--- config.mk ---
export PLATFORM = sky130hd
export DESIGN_NAME = mmio_stream_rx_core
export DESIGN_NICKNAME = d
export VERILOG_FILES = /design/src/rtl/mmio_stream_rx_core.sv
export SDC_FILE = /design/constraint.sdc
export NUM_CORES = 1
export LEC_CHECK = 0
export ABC_AREA = 1
export CAP_MARGIN = 20
export CORE_MARGIN = 1
export CORE_UTILIZATION = 45
export CTS_BUF_LIST = sky130_fd_sc_hd__clkbuf_8
export DETAILED_ROUTE_END_ITERATION = 8
export PLACE_DENSITY = 0.72
export SYNTH_ARGS = -nofsm -noshare
export SYNTH_HDL_FRONTEND = slang
export SYNTH_SLANG_ARGS = --single-unit
--- constraint.sdc ---
create_clock -name clk -period 6.4 [get_ports clk]
set_input_delay 1.28 -clock clk [delete_from_list [all_inputs] [get_ports clk]]
set_output_delay 1.28 -clock clk [all_outputs]
set_load 0.05 [all_outputs]
--- src/rtl/mmio_stream_rx_core.sv ---
// Stream-to-MMIO receive slot: fabric words enter a FIFO via valid/ready, the processor drains it by register access.
// Optional threshold interrupt enabled by defining MMIO_STREAM_RX_IRQ_EN.
module mmio_stream_rx_core #(
    parameter int DATA_W = 32,
    parameter int ADDR_W = 4
) (
    input  logic              clk,
    input  logic              reset_n,
    input  logic              cs,
    input  logic              read,
    input  logic              write,
    input  logic [4:0]        addr,
    input  logic [31:0]       wr_data,
    output logic [31:0]       rd_data,
    input  logic [DATA_W-1:0] s_data,
    input  logic              s_valid,
    output logic              s_ready,
    output logic              irq
);
    localparam int DEPTH = 1 << ADDR_W;
    localparam logic [ADDR_W:0] DEPTH_C = (ADDR_W+1)'(DEPTH);

    localparam logic [4:0] REG_DATA   = 5'd0;
    localparam logic [4:0] REG_STATUS = 5'd1;
    localparam logic [4:0] REG_POP    = 5'd2;
    localparam logic [4:0] REG_CTRL   = 5'd3;
    localparam logic [4:0] REG_THRESH = 5'd4;

    logic [DATA_W-1:0] mem [0:DEPTH-1];
    logic [ADDR_W-1:0] wr_ptr_reg, rd_ptr_reg;
    logic [ADDR_W:0]   count_reg;
    logic              overflow_reg;

    logic full, empty, bus_wr, push, pop, flush, clr_ovf;
    logic [31:0] status;
    logic [31:0] thresh_rd;

    assign full    = (count_reg == DEPTH_C);
    assign empty   = (count_reg == '0);
    assign s_ready = !full;
    assign bus_wr  = cs && write;
    assign push    = s_valid && !full;
    assign pop     = bus_wr && (addr == REG_POP) && !empty;
    assign flush   = bus_wr && (addr == REG_CTRL) && wr_data[0];
    assign clr_ovf = bus_wr && (addr == REG_CTRL) && wr_data[1];

    // Storage has no reset so it maps onto distributed RAM; flushed words are simply unreachable.
    always_ff @(posedge clk) begin
        if (push && !flush)
            mem[wr_ptr_reg] <= s_data;
    end

    always_ff @(posedge clk or negedge reset_n) begin
        if (!reset_n) begin
            wr_ptr_reg   <= '0;
            rd_ptr_reg   <= '0;
            count_reg    <= '0;
            overflow_reg <= 1'b0;
        end else begin
            if (flush) begin
                wr_ptr_reg <= '0;
                rd_ptr_reg <= '0;
                count_reg  <= '0;
            end else begin
                if (push)
                    wr_ptr_reg <= wr_ptr_reg + ADDR_W'(1);
                if (pop)
                    rd_ptr_reg <= rd_ptr_reg + ADDR_W'(1);
                if (push && !pop)
                    count_reg <= count_reg + (ADDR_W+1)'(1);
                else if (pop && !push)
                    count_reg <= count_reg - (ADDR_W+1)'(1);
            end
            // A new back-pressure event outranks a simultaneous clear.
            if (s_valid && full)
                overflow_reg <= 1'b1;
            else if (clr_ovf)
                overflow_reg <= 1'b0;
        end
    end

`ifdef MMIO_STREAM_RX_IRQ_EN
    logic [ADDR_W:0] thresh_reg;
    logic            irq_reg;

    always_ff @(posedge clk or negedge reset_n) begin
        if (!reset_n) begin
            thresh_reg <= (ADDR_W+1)'(1);
            irq_reg    <= 1'b0;
        end else begin
            if (bus_wr && (addr == REG_THRESH))
                thresh_reg <= (wr_data > 32'(DEPTH)) ? DEPTH_C : wr_data[ADDR_W:0];
            irq_reg <= (thresh_reg != '0) && (count_reg >= thresh_reg);
        end
    end

    assign irq       = irq_reg;
    assign thresh_rd = 32'(thresh_reg);
`else
    assign irq       = 1'b0;
    assign thresh_rd = '0;
`endif

    always_comb begin
        status             = '0;
        status[0]          = empty;
        status[1]          = full;
        status[2]          = overflow_reg;
        status[8+ADDR_W:8] = count_reg;
    end

    always_comb begin
        rd_data = '0;
        if (cs && read) begin
            case (addr)
                REG_DATA:   rd_data = empty ? 32'd0 : 32'(mem[rd_ptr_reg]);
                REG_STATUS: rd_data = status;
                REG_THRESH: rd_data = thresh_rd;
                default:    rd_data = '0;
            endcase
        end
    end

    logic unused_wr_bits;
    assign unused_wr_bits = ^wr_data;
endmodule

# Word-level counts from Yosys, hierarchy flattened
# Memories as Yosys holds them, arrays and structs flattened.
# Cells that the tools add are included.
dict set report classes {
  add_sub_neg 4
  n_mul 0
  div_mod_pow 0
  order_cmp 0
  n_eq_ne 4
  n_shift 0
  mux 14
  bitwise_logic 0
  n_reduce_logical 23
}
# operator count
set op_table {}
lappend op_table {{2-to-1 mux 32 bit} 2}
lappend op_table {{one-hot mux 32 bit (2 select lines)} 1}
lappend op_table {{2-to-1 mux 4 bit} 4}
lappend op_table {{2-to-1 mux 5 bit} 3}
lappend op_table {{logical AND 1 bit} 12}
lappend op_table {{== test 5 x 2 -> 1 bit, second input constant} 2}
lappend op_table {{zero test 5 bit} 2}
lappend op_table {{adder 4 x 1 -> 4 bit, second input constant} 2}
lappend op_table {{nonzero test 2 bit} 3}
lappend op_table {{adder 5 x 1 -> 5 bit, second input constant} 1}
lappend op_table {{== test 5 x 1 -> 1 bit, second input constant} 1}
lappend op_table {{== test 5 bit, second input constant} 1}
lappend op_table {{zero test 1 bit} 5}
lappend op_table {{subtractor 5 x 1 -> 5 bit, second input constant} 1}
lappend op_table {{2-to-1 mux 1 bit} 4}
lappend op_table {{nonzero test 3 bit} 1}
dict set report totals {
  reg_bits 14
  latchBits 0
  ram_bits 512
  romBits 0
  output_inout_bits 34
  wordCells 50
  n_memories 1
}
# memory words word_bits rd rd_clocked_by_memory_dff write_ports line
set memory_table {}
lappend memory_table {mem 16 32 1 0 1 29} ;# logic [DATA_W-1:0] mem [0:DEPTH-1];

# Depth between registers and ports, before layout
# Gate-level depths: netlist of run 1.
dict set report logic_depth {
  ltp_word 8
  mapped_depth 15
  ltp_nobuf 15
}

# Worst setup path after synthesis of run 1
# OpenSTA, ideal clock, no wires.
dict set report synth_timing {
  path_type {input port to output port}
  start {in addr[3]}
  end {out rd_data[10]}
  t_arrival_ps 2740
  required_time_ps 5120
  slack_ps 2380
  stages 5
  n_path_buf 0
  cell_sequence {nor2_1 > nand2_1 > nor2_1 > nand3_1 > a21oi_1}
}
dict set report synth_via {
  elab_chain_cells 3
}
# element line
set synth_rtl {}
lappend synth_rtl {{start, declared} 12} ;# input logic [4:0] addr,
lappend synth_rtl {{== test 5 x 1 -> 1 bit / zero test 5 bit (equally long branches)} 115} ;# case (addr)
lappend synth_rtl {{one-hot mux 32 bit (2 select lines) *} 115}
lappend synth_rtl {{2-to-1 mux 32 bit *} 114} ;# if (cs && read) begin
lappend synth_rtl {{end, declared} 14} ;# output logic [31:0] rd_data,
# Mark *: on every way between the ends. The rest lies on a longest branch, timed or not.

# Worst setup path after layout of run 1
dict set report layout_timing {
  start {reg rd_ptr_reg[1]}
  end {out rd_data[0]}
}
dict set report layout_via {
  elab_chain_cells 4
}
# element line
set layout_rtl {}
lappend layout_rtl {{start, declared} 30} ;# logic [ADDR_W-1:0] wr_ptr_reg, rd_ptr_reg;
lappend layout_rtl {{start signal, assigned} 68} ;# rd_ptr_reg <= rd_ptr_reg + ADDR_W'(1);
lappend layout_rtl {{memory read (16 x 32 bit)} n/a}
lappend layout_rtl {{2-to-1 mux 32 bit} 116} ;# REG_DATA: rd_data = empty ? 32'd0 : 32'(mem[rd_ptr_reg]);
lappend layout_rtl {{one-hot mux 32 bit (2 select lines)} 115}
lappend layout_rtl {{2-to-1 mux 32 bit} 114}
# Every way passes these cells.

==> flow_summary.ini, run 1 <==
[cells_and_area]
seq_area_sq_um = 15700
largest_reg_flops = 512
area_growth_pct = 12.8
final_nets = 1986
instances_no_fill = 2567
multi_input_area_sq_um = 5050
fillerInstances = 3877
final_layout_size_suffix_gt1_share_pct = 9.30

[synthesis]
synth_cell_type_count = 33
synth.avg_cell_area_sq_um = 11.9
syn_nets = 1894
synth_seq_cells = 526
yosysWarnings = 0
ys_seq_area_share_pct = 73.0
synth-edff-count = 512
synth_area_sq_um = 21500
postSynthCellCount = 1810
synth_flop_cell = edfxtp_1
synthArstFlopShare_pct = 2.66

[placement]
port_buffers = 77
dp_hpwl_um = 28200
place_congestion = 0.800
dp.cells = 2424

[timing]
rsz0062_at_grt = false
setup_tns_ps = 0
drv_slew = 0
fin_worst_hold_slack_ps = 505
fmax_mhz = 182
hold_viol = 0
final.period_utilization_pct = 86.0
tightestPinTransition_ps = 1020
setup_viol = 0
fin_skew_ps = 12.1
fin_crit_ps = 5510
max_slew_margin_pct = 31.7

[route]
ant_nets = 0
drt_iter0_markers = 1415
vias_per_cell = 5.52
drc = 6
dr.pass1.iters = 7
wl_met2_um = 25800
dr.max_layer_used = met5
wirelength_met1_um = 20800
wl_met3_um = 3760
vias = 14200
wl_um = 52600
wl_per_cell_um = 20.5

[die]
core_sq_um = 46900
die_h_um = 221
dieWidth_um = 221
ios = 109
die-area_sq_um = 48700
rows = 79
initial_utilization_pct = 46.0

[worst_setup_path]
cp.arrival_ps = 4230
worstSetupEndpointType = output port
r2r_slack_ps = 3520
cp.required_ps = 5120
crit_fanout = 48
worstReg2RegEnd = mem[7][3]
path_class = flop to output port
rr_startpoint = count_reg[0]
r2r_cells = 7
start_kind = flop

[hold_path]
min_delay_worst_endpoint = overflow_reg
hp-class = flop to flop
hold_depth = 1
min-delay-start = overflow_reg

[clocking]
numCtsBuffers = 82
cts_hold_buffers = 0
cts.repair.resized = 0
post_cts_buffers = 0
cts_root_buffer = clkbuf_8
path_clk_slew_ps = 60
clock_path_buffers = 3
cts_tree = done
cts_num_sinks = 526
cts-htree-levels = 3
clock_latency_ps = 630

[pwr]
leakage_uw = 0.00865
p_per_area_nw_per_um2 = 373
ir_drop_uv = 184

[global_route]
grt_max_degree = 148
grt_usage_pct = 22.0
globalRoute.totalOverflow = 0
grt_pass1_wl_um = 78900
grt_pass1_vias = 13600
antenna_found_initial = 3

[outcome]
status = complete, but fails checks
violations = DRC

[flow_run]
cap_violations = 0
[layout make-up]
cell class | instances | area share [%]
timing repair buffer | 111 | 4.16
clock inverter | 54 | 0.994
sequential | 526 | 64.8
multi-input combinational | 1101 | 20.8
antenna | 2 | 0.0206
clock buffer | 86 | 4.87
tap | 607 | 3.13
inverter | 80 | 1.26
[how the worst max path moves through the flow]
stage	slack (ps)	from	depth (start not counted)	end
global route	650	rd_ptr_reg[0]	10	rd_data[16]
floorplan	2380	addr[3]	5	rd_data[10]
detailed placement	1230	cs	7	rd_data[31]
global placement	1210	cs	7	rd_data[31]
finish	890	rd_ptr_reg[1]	11	rd_data[0]
CTS	870	rd_ptr_reg[1]	11	rd_data[0]
[cells in the final DEF, fill, tap and decap left out, types with 2 or more instances in the layout]
| cell type | Yosys | final |
|---|---|---|
| edfxtp_1 | 512 | 512 |
| nand2_1 | 404 | 404 |
| nand3_1 | 227 | 227 |
| nor2_1 | 195 | 179 |
| o21ai_0 | 157 | 157 |
| inv_1 | 75 | 102 |
| clkbuf_8 | 0 | 86 |
| clkdlybuf4s50_1 | 0 | 63 |
| a21oi_1 | 57 | 57 |
| buf_4 | 30 | 47 |
| nor2_4 | 0 | 17 |
| nand4_1 | 15 | 15 |
| clkinv_1 | 0 | 13 |
| dfrtp_1 | 14 | 11 |
| o22ai_1 | 9 | 9 |
| ha_1 | 8 | 8 |
| clkinv_2 | 0 | 7 |
| o21ai_1 | 5 | 5 |
| inv_2 | 5 | 4 |
| o211ai_1 | 4 | 4 |
| clkinvlp_4 | 0 | 4 |
| inv_6 | 0 | 3 |
| diode_2 | 0 | 2 |
| nor2_2 | 3 | 2 |
| nand4_2 | 2 | 2 |
| nand2_2 | 2 | 2 |
| nor3_2 | 2 | 2 |
| xnor2_1 | 2 | 2 |
| dfrtp_4 | 0 | 2 |
[synth_stat cells, types with 3 or more instances]
master    instances  area (sq um)
inv_1            75           282
o211ai_1          4          30.0
edfxtp_1        512         15400
a21oi_1          57           285
o21ai_1           5          25.0
o22ai_1           9          56.3
clkbuf_1         21          78.8
nor2_1          195           732
nand2_1         404          1520
dfrtp_1          14           350
buf_2            42           210
buf_6             4          45.0
ha_1              8           100
buf_1             6          22.5
buf_4            30           225
nand4_1          15          93.8
nand3_1         227          1140
nor2_2            3          18.8
o21ai_0         157           786
inv_2             5          18.8
[power breakdown]
group | switching, uW | internal [uW]
Combinational | 1620 | 624
Clock | 1250 | 1240
Sequential | 207 | 4130
Total | 3070 | 5990
[metal layers]
layer  global-route usage (%)  up-vias
met4                     11.3        4
met3                     3.96      144
li1                         -     6543
met1                     27.9     6903
met2                     36.1      581
met5                        0        -
[per-stage QoR]
stage                     power [uW]  setup WS [ps]  util [%]  area, sq um
final                           9060            895      51.8        24300
after global routing            9530            646      51.8        24300
after CTS                       9090            873      51.8        24300
after detailed placement        6630           1230      48.7        22800
after global placement          6540           1210      48.7        22800
after floorplan                 5900           2380         -        21500
[kinds of logic (layout without fill, tap and decap cells)]
family / Yosys count / in the layout / share of synthesized area (%)
and+or+nand+nor: 854 / 854 / 16.6
DFF: 526 / 526 / 73.0
AOI/OAI and AO/OA: 234 / 234 / 5.57
buffers and inverters: 183 / 331 / 4.10
adders and majority gates: 9 / 9 / 0.558
xor gates and xnor gates: 3 / 3 / 0.122
other: 1 / 3 / 0.0174
[worst max-delay path: stages (launching register included)]
cell and delay (ps):
dfrtp_4 880, nand2_1 490, inv_2 400, buf_4 440, nand3_1 140, nand2_1 90
nor2_1 40, nand2_1 90, nand2_1 120, nand2_1 90, a21oi_1 70, clkdlybuf4s50_1 710
Power figures use the tool's default switching activity.
==> run 2: changes to the inputs <==
--- a/config.mk
+++ b/config.mk
@@ -12,6 +12,7 @@
 export CTS_BUF_LIST = sky130_fd_sc_hd__clkbuf_8
 export DETAILED_ROUTE_END_ITERATION = 8
 export PLACE_DENSITY = 0.72
+export SLEW_MARGIN = 20
 export SYNTH_ARGS = -nofsm -noshare
 export SYNTH_HDL_FRONTEND = slang
 export SYNTH_SLANG_ARGS = --single-unit
==> constraint.sdc (replaced) <==
create_clock -name clk -period 6.4 [get_ports clk]
set_input_delay 1.6 -clock clk [delete_from_list [all_inputs] [get_ports clk]]
set_output_delay 1.6 -clock clk [all_outputs]
set_load 0.05 [all_outputs]
==> run 2 against run 1 <==
The flow still finishes with violations (DRC). Flip-flop and latch count stayed put. First-iteration DRC count is 7.7% lower. Setup slack worse by 250 ps. Clock skew is 11 ps higher. Hold slack better by 6.3 ps. Total power is 0.26% lower. Largest cell class unchanged. Clock-buffer cell count is 1 lower. Routed wire length is 2.0% lower. Combinational power hardly changed.
==> flow_summary.ini, run 2 (synthesis gave the netlist of run 1 again) <==
[global_route]
grt_pass1_vias = 13700
grt_pass1_wl_um = 77900
grt_usage_pct = 21.5
antenna_found_initial = 3
globalRoute.totalOverflow = 0
grt_max_degree = 210

[worst_setup_path]
worstSetupEndpointType = output port
cp.required_ps = 4800
path_class = flop to output port
crit_start = rd_ptr_reg[0]
cp.arrival_ps = 4150
cp_cell_sequence = buf_12, nand2_1, nand3_1, nand2_1, inv_1, nand3_1, nand2_1, nand2_1, a21oi_1, clkdlybuf4s50_1
start_kind = flop
crit_fanout = 209
cp_common_cell = nand2_1
cp_slowest_cell = dfrtp_4
max_stage_delay_ps = 970
rr_startpoint = count_reg[0]

[timing]
final.period_utilization_pct = 89.9
fin_crit_ps = 5750
rsz0062_at_grt = false
fin_skew_ps = 23.3
drv_slew = 0
fmax_mhz = 174
setup_viol = 0
hold_viol = 0
setup_tns_ps = 0
fin_worst_hold_slack_ps = 512
tightestPinTransition_ps = 1080
max_slew_margin_pct = 28.2

[placement]
port_buffers = 77
dp_hpwl_um = 27400
placed_area_sq_um = 23000
place_congestion = 0.833

[clocking]
path_clk_slew_ps = 60
cts.repair.resized = 0
post_cts_buffers = 0
cts-htree-levels = 3
numCtsBuffers = 82
cts_hold_buffers = 0
cts_num_sinks = 526
clock_path_buffers = 3
cts_tree = done
cts_root_buffer = clkbuf_8
clock_latency_ps = 620

[outcome]
violations = DRC
status = complete, but fails checks

[die]
dieWidth_um = 221
die_h_um = 221
rows = 79
initial_utilization_pct = 46.0
ios = 109
die-area_sq_um = 48700
core_sq_um = 46900

[cells_and_area]
seq_area_sq_um = 15700
area_growth_pct = 13.3
multi_input_area_sq_um = 5050
final_cell_mix = 512 x edfxtp_1, 404 x nand2_1, 227 x nand3_1, 179 x nor2_1, 157 x o21ai_0
final_common_cell = edfxtp_1
final_layout_size_suffix_gt1_share_pct = 9.36
largest_reg_flops = 512
postLayoutCellArea_sq_um = 24400
final_nets = 1983
fillerInstances = 3923

[route]
drt_iter0_markers = 1306
ant_nets = 0
drc = 3
vias = 14000
wl_um = 51600
vias_per_cell = 5.47
dr.pass1.iters = 7
wl_per_cell_um = 20.1

[hold_path]
hp-class = flop to flop
min-delay-start = overflow_reg

[pwr]
p_per_area_nw_per_um2 = 370
ir_drop_uv = 191
leakage_uw = 0.00869

[flow_run]
cap_violations = 0
## run 2: changes by cell type in the layout (fill, tap and decap cells not counted), moves of 2 or more
| cell | previous run | this run |
|---|---|---|
| buf_12 | 0 | 15 |
| clkdlybuf4s50_1 | 63 | 53 |
| buf_4 | 47 | 40 |
| clkinv_1 | 13 | 19 |
| clkinvlp_4 | 4 | 2 |
| inv_6 | 3 | 1 |
## run 2: critical path: cells and delay by family (launching register included)
kind / cells / cell delay, ps
simple gates: 6 / 730
compound gates: 1 / 140
flops: 1 / 970
buf+inv: 3 / 1580
## run 2: through the flow
stage          cells  util, %  setup WS (ps)  total power (uW)
5_1_grt         2563     52.1            424              9490
3_3_place_gp    2422     49.1            909              6540
6_report        2563     52.1            647              9040
3_5_place_dp    2422     49.1            891              6610
2_1_floorplan   1810        -           1740              5900
4_1_cts         2562     52.1            645              9070
## run 2: cell type report
class / count / area share, %
inverters: 80 / 1.25
well taps: 607 / 3.11
repair buffers: 108 / 4.64
clock inverters: 55 / 1.02
clock buffers: 85 / 4.79
multi-input cells: 1101 / 20.7
flip-flops and latches: 526 / 64.5
diodes: 1 / 0.0103
## run 2: final timing paths
path,endpoint,slack (ps),cells past startpoint
worst max-delay path,rd_data[12],650,10
worst min-delay path,overflow_reg,510,1
worst max register to register,mem[11][1],3660,7
worst min register to register,overflow_reg,510,1
max in group asynchronous,rd_ptr_reg[0],4500,1
min in group asynchronous,count_reg[4],1400,1
## run 2: per-layer routing
metal  part of all wire (%)  routed length, um  vias up  GRT usage (%)
met5                  0.047                 24        -              0
met4                    3.1               1620        4           8.81
met3                    7.6               3910      118           3.88
met2                     51              26100      618           36.8
met1                     39              19900     6742           27.0
li1                       -                  -     6528              -
## run 2: power by group
part	internal, uW	switching (uW)	total (uW)
clock	1260	1220	2480
combinational	620	1610	2230
sequential	4130	197	4320
==> run 3: changes to the inputs <==
--- a/config.mk
+++ b/config.mk
@@ -6,6 +6,7 @@
 export NUM_CORES = 1
 export LEC_CHECK = 0
 export ABC_AREA = 1
+export ABC_CLOCK_PERIOD_IN_PS = 6400
 export CAP_MARGIN = 20
 export CORE_MARGIN = 1
 export CORE_UTILIZATION = 45
==> constraint.sdc (replaced) <==
create_clock -name clk -period 6.4 [get_ports clk]
set_input_delay 1.6 -clock clk [delete_from_list [all_inputs] [get_ports clk]]
set_output_delay 1.6 -clock clk [all_outputs]
set_load 0.02 [all_outputs]
==> run 3 against run 2 <==
The flow still finishes with violations (DRC). Setup slack improved by 180 ps. Total power up 0.75%. Critical path depth fell by 3. Register-to-register slack worse by 40 ps. Fmax up 3.2%. Clock skew rose by 5.4 ps. First-iteration DRC count down 1.5%.
==> flow_summary.ini, run 3 (synthesis gave the netlist of run 1 again) <==
[worst_setup_path]
start_kind = primary input
worstSetupEndpointType = output port
cp.required_ps = 4800
cp.arrival_ps = 3980
crit_fanout = 10
worstReg2RegEnd = mem[6][18]
rr_startpoint = count_reg[0]
path_class = primary input to output port
r2r_slack_ps = 3620
r2r_cells = 7

[clocking]
cts_hold_buffers = 0
cts.repair.resized = 0
cts_root_buffer = clkbuf_8
post_cts_buffers = 0
cts_tree = done
clock_path_buffers = 3
numCtsBuffers = 85
clock_latency_ps = 660
cts-htree-levels = 3
cts_num_sinks = 526
path_clk_slew_ps = 60

[global_route]
grt_pass1_wl_um = 77700
grt_pass1_vias = 13800
grt_max_degree = 117
grt_usage_pct = 21.4
globalRoute.totalOverflow = 0
antenna_found_initial = 4

[timing]
max_slew_margin_pct = 32.8
tightestPinTransition_ps = 1010
setup_viol = 0
fin_crit_ps = 5580
setup_tns_ps = 0
drv_slew = 0
final.period_utilization_pct = 87.1
fmax_mhz = 179
rsz0062_at_grt = false
fin_skew_ps = 28.7
hold_viol = 0

[placement]
placed_area_sq_um = 22900
port_buffers = 77
place_congestion = 0.813
dp_hpwl_um = 27700

[die]
die_h_um = 221
dieWidth_um = 221
rows = 79
core_sq_um = 46900
initial_utilization_pct = 46.0
ios = 109
die-area_sq_um = 48700

[route]
drt_iter0_markers = 1286
dr.pass1.iters = 9
ant_nets = 0
wl_per_cell_um = 19.9
wl_um = 51100
vias = 14100
vias_per_cell = 5.50
drc = 2

[outcome]
status = complete, but fails checks
violations = DRC

[cells_and_area]
largest_reg_flops = 512
postLayoutCellArea_sq_um = 24400
area_growth_pct = 13.1
final_layout_size_suffix_gt1_share_pct = 8.25
fillerInstances = 3896
final_common_cell = edfxtp_1
final_cell_mix = 512 x edfxtp_1, 404 x nand2_1, 227 x nand3_1, 179 x nor2_1, 157 x o21ai_0
final_nets = 1987

[pwr]
p_per_area_nw_per_um2 = 374
leakage_uw = 0.00868
p_total_uw = 9110
ir_drop_uv = 224

[hold_path]
min_delay_worst_endpoint = overflow_reg
hold_depth = 1
hp-class = flop to flop
min-delay-start = overflow_reg

[flow_run]
cap_violations = 0
[run 3: cell count changes in the layout (fill, tap and decap cells not counted), sizes merged]
cell / before / now
buf: 55 / 32
clkbuf: 85 / 88
clkinv: 25 / 14
inv: 107 / 123
diode: 1 / 2
clkdlybuf4s50: 53 / 77
bufinv: 1 / 0
[run 3: stage by stage]
| stage | std cells | setup WS [ps] | util [%] | hold slack, ps |
|---|---|---|---|---|
| 5_1_grt | 2572 | 698 | 52.0 | 522 |
| 2_1_floorplan | 1810 | 2160 | - | 466 |
| 6_report | 2572 | 824 | 52.0 | 514 |
| 3_3_place_gp | 2423 | 912 | 48.8 | 485 |
| 3_5_place_dp | 2423 | 893 | 48.8 | 502 |
| 4_1_cts | 2570 | 858 | 52.0 | 518 |
[run 3: area by class of cell]
| type | count | area (sq um) | area share, % |
|---|---|---|---|
| clock inverter | 59 | 259 | 1.06 |
| clock buffer | 88 | 1210 | 4.97 |
| multi-input combinational | 1101 | 5050 | 20.7 |
| antenna | 2 | 5.00 | 0.0205 |
| inverter | 80 | 305 | 1.25 |
| tap | 607 | 759 | 3.12 |
| timing repair buffer | 109 | 1040 | 4.27 |
| sequential | 526 | 15700 | 64.6 |
[run 3: metal layers]
metal / part of all wire [%] / up-vias / wire (um) / track usage, %
met2: 49 / 609 / 25100 / 35.6
met1: 41 / 6845 / 20700 / 26.9
met3: 6.6 / 139 / 3370 / 3.75
li1: - / 6547 / - / -
met5: 0.053 / - / 27 / 0
met4: 3.7 / 4 / 1890 / 10.6
[run 3: critical path, stage by stage]
cell and delay (ps):
clkdlybuf4s50_1 470, nand2_1 200, nor3_2 280, buf_4 290
nand2_1 110, a21oi_1 340, clkdlybuf4s50_1 690
[run 3: how the worst max path moves through the flow]
stage | startpoint | to | slack, ps | cells past startpoint
2_1_floorplan | addr[3] | rd_data[10] | 2160 | 5
3_3_place_gp | addr[3] | rd_data[4] | 910 | 7
3_5_place_dp | cs | rd_data[31] | 890 | 7
4_1_cts | cs | rd_data[4] | 860 | 6
5_1_grt | cs | rd_data[31] | 700 | 7
6_report | cs | rd_data[31] | 820 | 7
[run 3: power breakdown]
part           switching [uW]  total, uW  internal, uW
Combinational            1640       2270           622
Clock                    1280       2550          1270
Sequential                158       4290          4130
Total                    3080       9110          6020
